**config.mk**
```make
export PLATFORM = sky130hd
export DESIGN_NAME = ehl_tap_udr
export DESIGN_NICKNAME = d
export VERILOG_FILES = /design/src/rtl/ehl_tap_pkg.sv /design/src/rtl/ehl_tap_udr.sv
export SDC_FILE = /design/constraint.sdc
export NUM_CORES = 1
export LEC_CHECK = 0
export CAP_MARGIN = 20
export CELL_PAD_IN_SITES_DETAIL_PLACEMENT = 1
export CELL_PAD_IN_SITES_GLOBAL_PLACEMENT = 1
export CORE_ASPECT_RATIO = 0.8
export CORE_MARGIN = 10
export CORE_UTILIZATION = 37
export CTS_CLUSTER_SIZE = 12
export DETAILED_ROUTE_END_ITERATION = 7
export PLACE_DENSITY = 0.83
export SYNTH_ARGS = -nofsm -noshare
export SYNTH_HDL_FRONTEND = slang
export SYNTH_SLANG_ARGS = --single-unit
```
**constraint.sdc**
```tcl
create_clock -name tck -period 2.1 [get_ports tck]
set_input_delay 0.21 -clock tck [delete_from_list [all_inputs] [get_ports tck]]
set_output_delay 0.21 -clock tck [all_outputs]
set_load 0.01 [all_outputs]
```
**src/rtl/ehl_tap_pkg.sv**
```systemverilog
// ehl_tap_pkg: shared TAP constants, state encodings and helpers
package ehl_tap_pkg;
  localparam int IR_IDCODE = 1;
  typedef enum logic [3:0] {
    TLR, RTI, SEL_DR, CAP_DR, SH_DR, EX1_DR, PA_DR, EX2_DR,
    UPD_DR, SEL_IR, CAP_IR, SH_IR, EX1_IR, PA_IR, EX2_IR, UPD_IR
  } tap_state_e;
  function automatic int clog2(input int v);
    int r;
    r = 0;
    for (int i = 0; i < 32; i++) if ((1 << r) < v) r++;
    return r;
  endfunction
  function automatic int ir_bypass(input int w);
    return (1 << w) - 1;
  endfunction
endpackage

```
**src/rtl/ehl_tap_udr.sv**
```systemverilog
// ehl_tap_udr: user TDR bank behind an 1149.1 TAP with shift-length checking
module ehl_tap_udr
  import ehl_tap_pkg::*;
#(
  parameter int IR_WIDTH = 4,
  parameter int DR_WIDTH = 8,
  parameter int TDR_CNT  = 2,
  parameter int TDR_BASE = 4
) (
  input  logic                        tck,
  input  logic                        trst_n,
  input  logic                        tdi,
  input  logic [IR_WIDTH-1:0]         instruction,
  input  logic                        capture_dr,
  input  logic                        shift_dr,
  input  logic                        update_dr,
  input  logic                        reset_state,
  input  logic [TDR_CNT*DR_WIDTH-1:0] cpt_data,
  output logic                        tdr_in,
  output logic [TDR_CNT*DR_WIDTH-1:0] upd_data,
  output logic [TDR_CNT-1:0]          upd_stb,
  output logic                        len_err
);
  localparam int CW = clog2(DR_WIDTH + 2);
  if (DR_WIDTH < 2 || TDR_CNT < 1 ||
      (TDR_BASE <= IR_IDCODE && TDR_BASE + TDR_CNT - 1 >= IR_IDCODE) ||
      TDR_BASE + TDR_CNT - 1 >= ir_bypass(IR_WIDTH)) begin : g_bad_cfg
    $fatal(1, "ehl_tap_udr: TDR range overlaps BYPASS/IDCODE or bad sizes");
  end
  logic [TDR_CNT-1:0]  hit;
  logic                sel_hit;
  logic                len_ok;
  logic [DR_WIDTH-1:0] cap_val;
  logic [DR_WIDTH-1:0] shreg_q, shreg_d;
  logic [CW-1:0]       cnt_q, cnt_d;
  logic                err_d;
  for (genvar k = 0; k < TDR_CNT; k++) begin : g_hit
    assign hit[k] = instruction == IR_WIDTH'(TDR_BASE + k);
  end
  assign sel_hit = |hit;
  assign tdr_in  = sel_hit & shreg_q[0];
  assign len_ok  = cnt_q == CW'(DR_WIDTH);
  always_comb begin
    cap_val = '0;
    for (int i = 0; i < TDR_CNT; i++)
      cap_val = cap_val | (hit[i] ? cpt_data[i*DR_WIDTH +: DR_WIDTH] : '0);
  end
  always_comb begin
    shreg_d = !sel_hit ? shreg_q :
              capture_dr ? cap_val :
              shift_dr ? {tdi, shreg_q[DR_WIDTH-1:1]} : shreg_q;
    cnt_d   = !sel_hit ? cnt_q :
              capture_dr ? '0 :
              (shift_dr && cnt_q != CW'(DR_WIDTH + 1)) ? cnt_q + 1'b1 : cnt_q;
    err_d   = reset_state ? 1'b0 : (sel_hit && update_dr && !len_ok) ? 1'b1 : len_err;
  end
  always_ff @(posedge tck or negedge trst_n) begin
    if (!trst_n) begin
      shreg_q <= '0;
      cnt_q   <= '0;
    end else begin
      shreg_q <= shreg_d;
      cnt_q   <= cnt_d;
    end
  end
  // update side runs on the falling edge so outputs settle mid Update-DR
  always_ff @(negedge tck or negedge trst_n) begin
    if (!trst_n) len_err <= 1'b0;
    else         len_err <= err_d;
  end
  for (genvar k = 0; k < TDR_CNT; k++) begin : g_bank
    logic [DR_WIDTH-1:0] upd_q, upd_d;
    logic                stb_q, fire;
    assign fire  = hit[k] && update_dr && len_ok && !reset_state;
    assign upd_d = reset_state ? '0 : fire ? shreg_q : upd_q;
    always_ff @(negedge tck or negedge trst_n) begin
      if (!trst_n) begin
        upd_q <= '0;
        stb_q <= 1'b0;
      end else begin
        upd_q <= upd_d;
        stb_q <= fire;
      end
    end
    assign upd_data[k*DR_WIDTH +: DR_WIDTH] = upd_q;
    assign upd_stb[k] = stb_q;
  end
endmodule

```
## Word-level counts from Yosys, hierarchy flattened

Cells that the tools add are included.

- Memories kept: 0
- Logic and storage cells: 45
- Output and inout port bits: 20
- Register bits: 31
- Input bits: 27
- Memory bits (read-only): 0
- Latch bits: 0
- Bits in writable memories: 0

- Multiply operators: 0
- Multiplexer cells: 12
- Eq/ne operators: 4
- Add/subtract/negate cells: 1
- Divide/modulo/power cells: 0
- Order comparisons: 0
- Reduce and logical (&&, ||, !) cells: 19
- Bitwise operators: 2
- Shift operators: 0

Operators by type and width:

| cell | count |
|---|---|
| $mux W8 | 8 |
| $reduce_bool A2 Y1 | 5 |
| $logic_and A1 B1 Y1 | 9 |
| $eq A4 B3 Y1 const B | 2 |
| $mux W4 | 2 |
| $or A8 B8 Y8 | 1 |
| $add A4 B1 Y4 const B | 1 |
| $eq A4 B4 Y1 const B | 1 |
| $ne A4 B4 Y1 const B | 1 |
| $reduce_and A2 Y1 | 2 |
| $logic_not A1 Y1 | 2 |
| $mux W1 | 2 |
| $reduce_or A2 Y1 | 1 |
| $and A1 B1 Y1 | 1 |

## Longest topological paths before layout

- Word-level depth: 6
- Mapped depth: 6
- Gate-level depth less buffers: 5

==> metrics <==
max-cap violations=0; # hold bufs at CTS=0; Setup-failing EPs final=22; gr ovfl total=0; WL final=5.67 mm; Ports=47; largest area contributor in the netlist=dfrtn_1; RSZ-0062 raised after global routing=yes; fraction of layout cells with a size suffix above 1=0.315; first-pass GRT wire length=8.71 mm; die width=95.7 um; Total Nets Final=261; HP Class=input pin to asynchronous set/reset pin; CP arrival=1.68 ns; number of synthesized flops with an enable pin=0; syn nets=185; CP max stage cell=dfrtp_1; Rows=21; Yosys reg bits=31; final HPWL from detailed placement=4.04 mm; TritonCTS clock tree=built; ys async rst share=1.00; routed len/inst=19.6 um; synthesized area=0.00170 mm2; total number of vias=1537; fillcell total=479; CP required=1.18 ns; Die Y=80.6 um; Antenna Nets Post-Route=0; Synth area leaders=dfrtn_1 28%, dfrtp_1 18%, mux2i_1 14%; I/O Buffers=46; Lkg Pwr=1.21 nW; critical path peak fanout=5; Worst slew margin=0.674; Worst VDD drop=0.401 mV; dpl ws=-0.796 ns; failing checks=negative setup slack; Total GRT Usage=0.143; critical path's top delay family=simple AND/OR/NAND/NOR gates; crit path cell chain=inv_2 > ha_4 > and4b_1 > nor3b_4 > buf_6 > mux2i_2; Worst Tran Pin Value=0.487 ns; Power Dens Cells=632 mW/mm2; die area=0.00771 mm2; clk sink count=31; Core Area=0.00431 mm2; Post-Synthesis Cells=155; largest net degree at the start of global routing=32; Worst-Skew Late Latency=0.29 ns; GPL Wtd Cong=0.777; initial drt markers=71; startpoint types=flop; CP Class=flop to flop; critical path endpoint category=flop; slowest cell delay on critical path=0.40 ns; antenna cells=0; CTS Buffer Depth=2; Syn Area/Cell=10.9 um2; PnR worst setup slack=-0.501 ns; Post-synth top flop=dfrtn_1; CTS clk-pin slew, worst paths=0.06 ns; WP buf/inv=2; area share of the largest cell type after synthesis=0.280; clock skew=0.0108 ns; Pre-antenna DRT Iters=4; post-synthesis cell type count=38; Seq/Total Area, Yosys=0.457; Max Transition Viols Final=0; clock root cell=clkbuf_8; final hold viol count=0; Initial Util=0.394; status=complete, but fails checks; DRC=0; vias per cell=5.32; Hold Slack=0.324 ns; number of CTS-inserted buffers=5; Synthesis Warnings=0; vias in the first global route=1706; H-tree Lvls=2; Layout area overhead=51.2%; antenna violations before repair=0
==> power breakdown <==
part / internal, mW / switching, mW / total, mW
registers: 0.651 / 0.0564 / 0.708
logic: 0.260 / 0.212 / 0.472
clock network: 0.232 / 0.210 / 0.442
total: 1.14 / 0.479 / 1.62
==> state kept, by name (all words and copies together) (netlist names) <==
register	cells
g_bank.upd_q	16
shreg_q	8
cnt_q	4
g_bank.stb_q	2
len_err	1
==> metal layers <==
metal | vias to the layer above | track usage | share of wire
met4 | 0 | 0.0574 | 0.021
met1 | 762 | 0.156 | 0.40
met2 | 50 | 0.257 | 0.52
met5 | - | 0 | 0
li1 | 714 | - | -
met3 | 11 | 0.0381 | 0.058
==> cells by family (layout without fill, tap and decap cells) <==
logic type	Yosys count	count (layout)	share of synthesized area
adders and majority gates	3	3	0.0221
DFF	31	31	0.457
and+or+nand+nor	50	50	0.202
AOI/OAI and AO/OA	33	33	0.133
muxes	24	24	0.142
buffers and inverters	14	91	0.0435
==> cell type report <==
| cell class | count | area (um2) | area share |
|---|---|---|---|
| clock buffers | 7 | 76.3 | 0.0298 |
| flip-flops and latches | 31 | 776 | 0.302 |
| clock inverters | 1 | 5.00 | 0.00195 |
| multi-input cells | 110 | 892 | 0.348 |
| well taps | 57 | 71.3 | 0.0278 |
| inverters | 3 | 11.3 | 0.00439 |
| repair buffers | 80 | 733 | 0.286 |
==> stage by stage <==
stage               utilization  setup TNS [ns]  cell area (um2)  power, mW  std cells
floorplan                     -           -5.36             1710      0.901        155
global placement          0.550          -12.85             2370       1.08        269
detailed placement        0.550          -14.85             2370       1.11        269
CTS                       0.560           -7.91             2410       1.58        280
global route              0.595           -9.15             2560       1.71        289
finish                    0.595           -7.93             2560       1.62        289
==> cells in the mapped netlist (all sizes together), types with 2 or more instances <==
cell / number
nand2b: 24
nor3b: 3
inv: 2
nor2b: 3
dfrtn: 19
clkbuf: 4
o2bb2ai: 9
a21oi: 8
o21ai: 2
nand2: 3
buf: 7
nor2: 2
nand3b: 2
mux2i: 24
nand3: 4
o22ai: 9
ha: 3
dfrtp: 12
==> layout by cell type, fill, tap and decap left out, types with 3 or more instances in the layout <==
cell type         n
clkdlybuf4s50_1  24
clkbuf_8          5
nor2b_1           3
buf_4            29
dfrtn_1          19
buf_2             8
o22ai_1           9
nand2b_1         24
buf_6            14
dfrtp_1          12
mux2i_1          22
o2bb2ai_1         9
a21oi_1           8
dlymetal6s2s_1    3
nand3_1           3
==> what timing repair did <==
action / 4_1_cts / 5_1_grt
setup endpoints to repair: 39 / 36
pin swaps: 2 / 4
buffers inserted: 4 / 9
resized for setup: 83 / 17
==> worst paths after layout <==
kind / startpoint / endpoint / slack, ns / cells after the start
hold / removal: trst_n / cnt_q[0] / 0.32 / 2
max in group asynchronous: trst_n / g_bank[0].stb_q / 0.64 / 2
hold reg to reg: len_err / len_err / 0.46 / 2
setup reg to reg: cnt_q[1] / g_bank[0].upd_q[5] / -0.50 / 6
min in group tck: len_err / len_err / 0.46 / 2
setup / recovery: cnt_q[1] / g_bank[0].upd_q[5] / -0.50 / 6
Note: power is estimated with default switching activity, not from simulation.
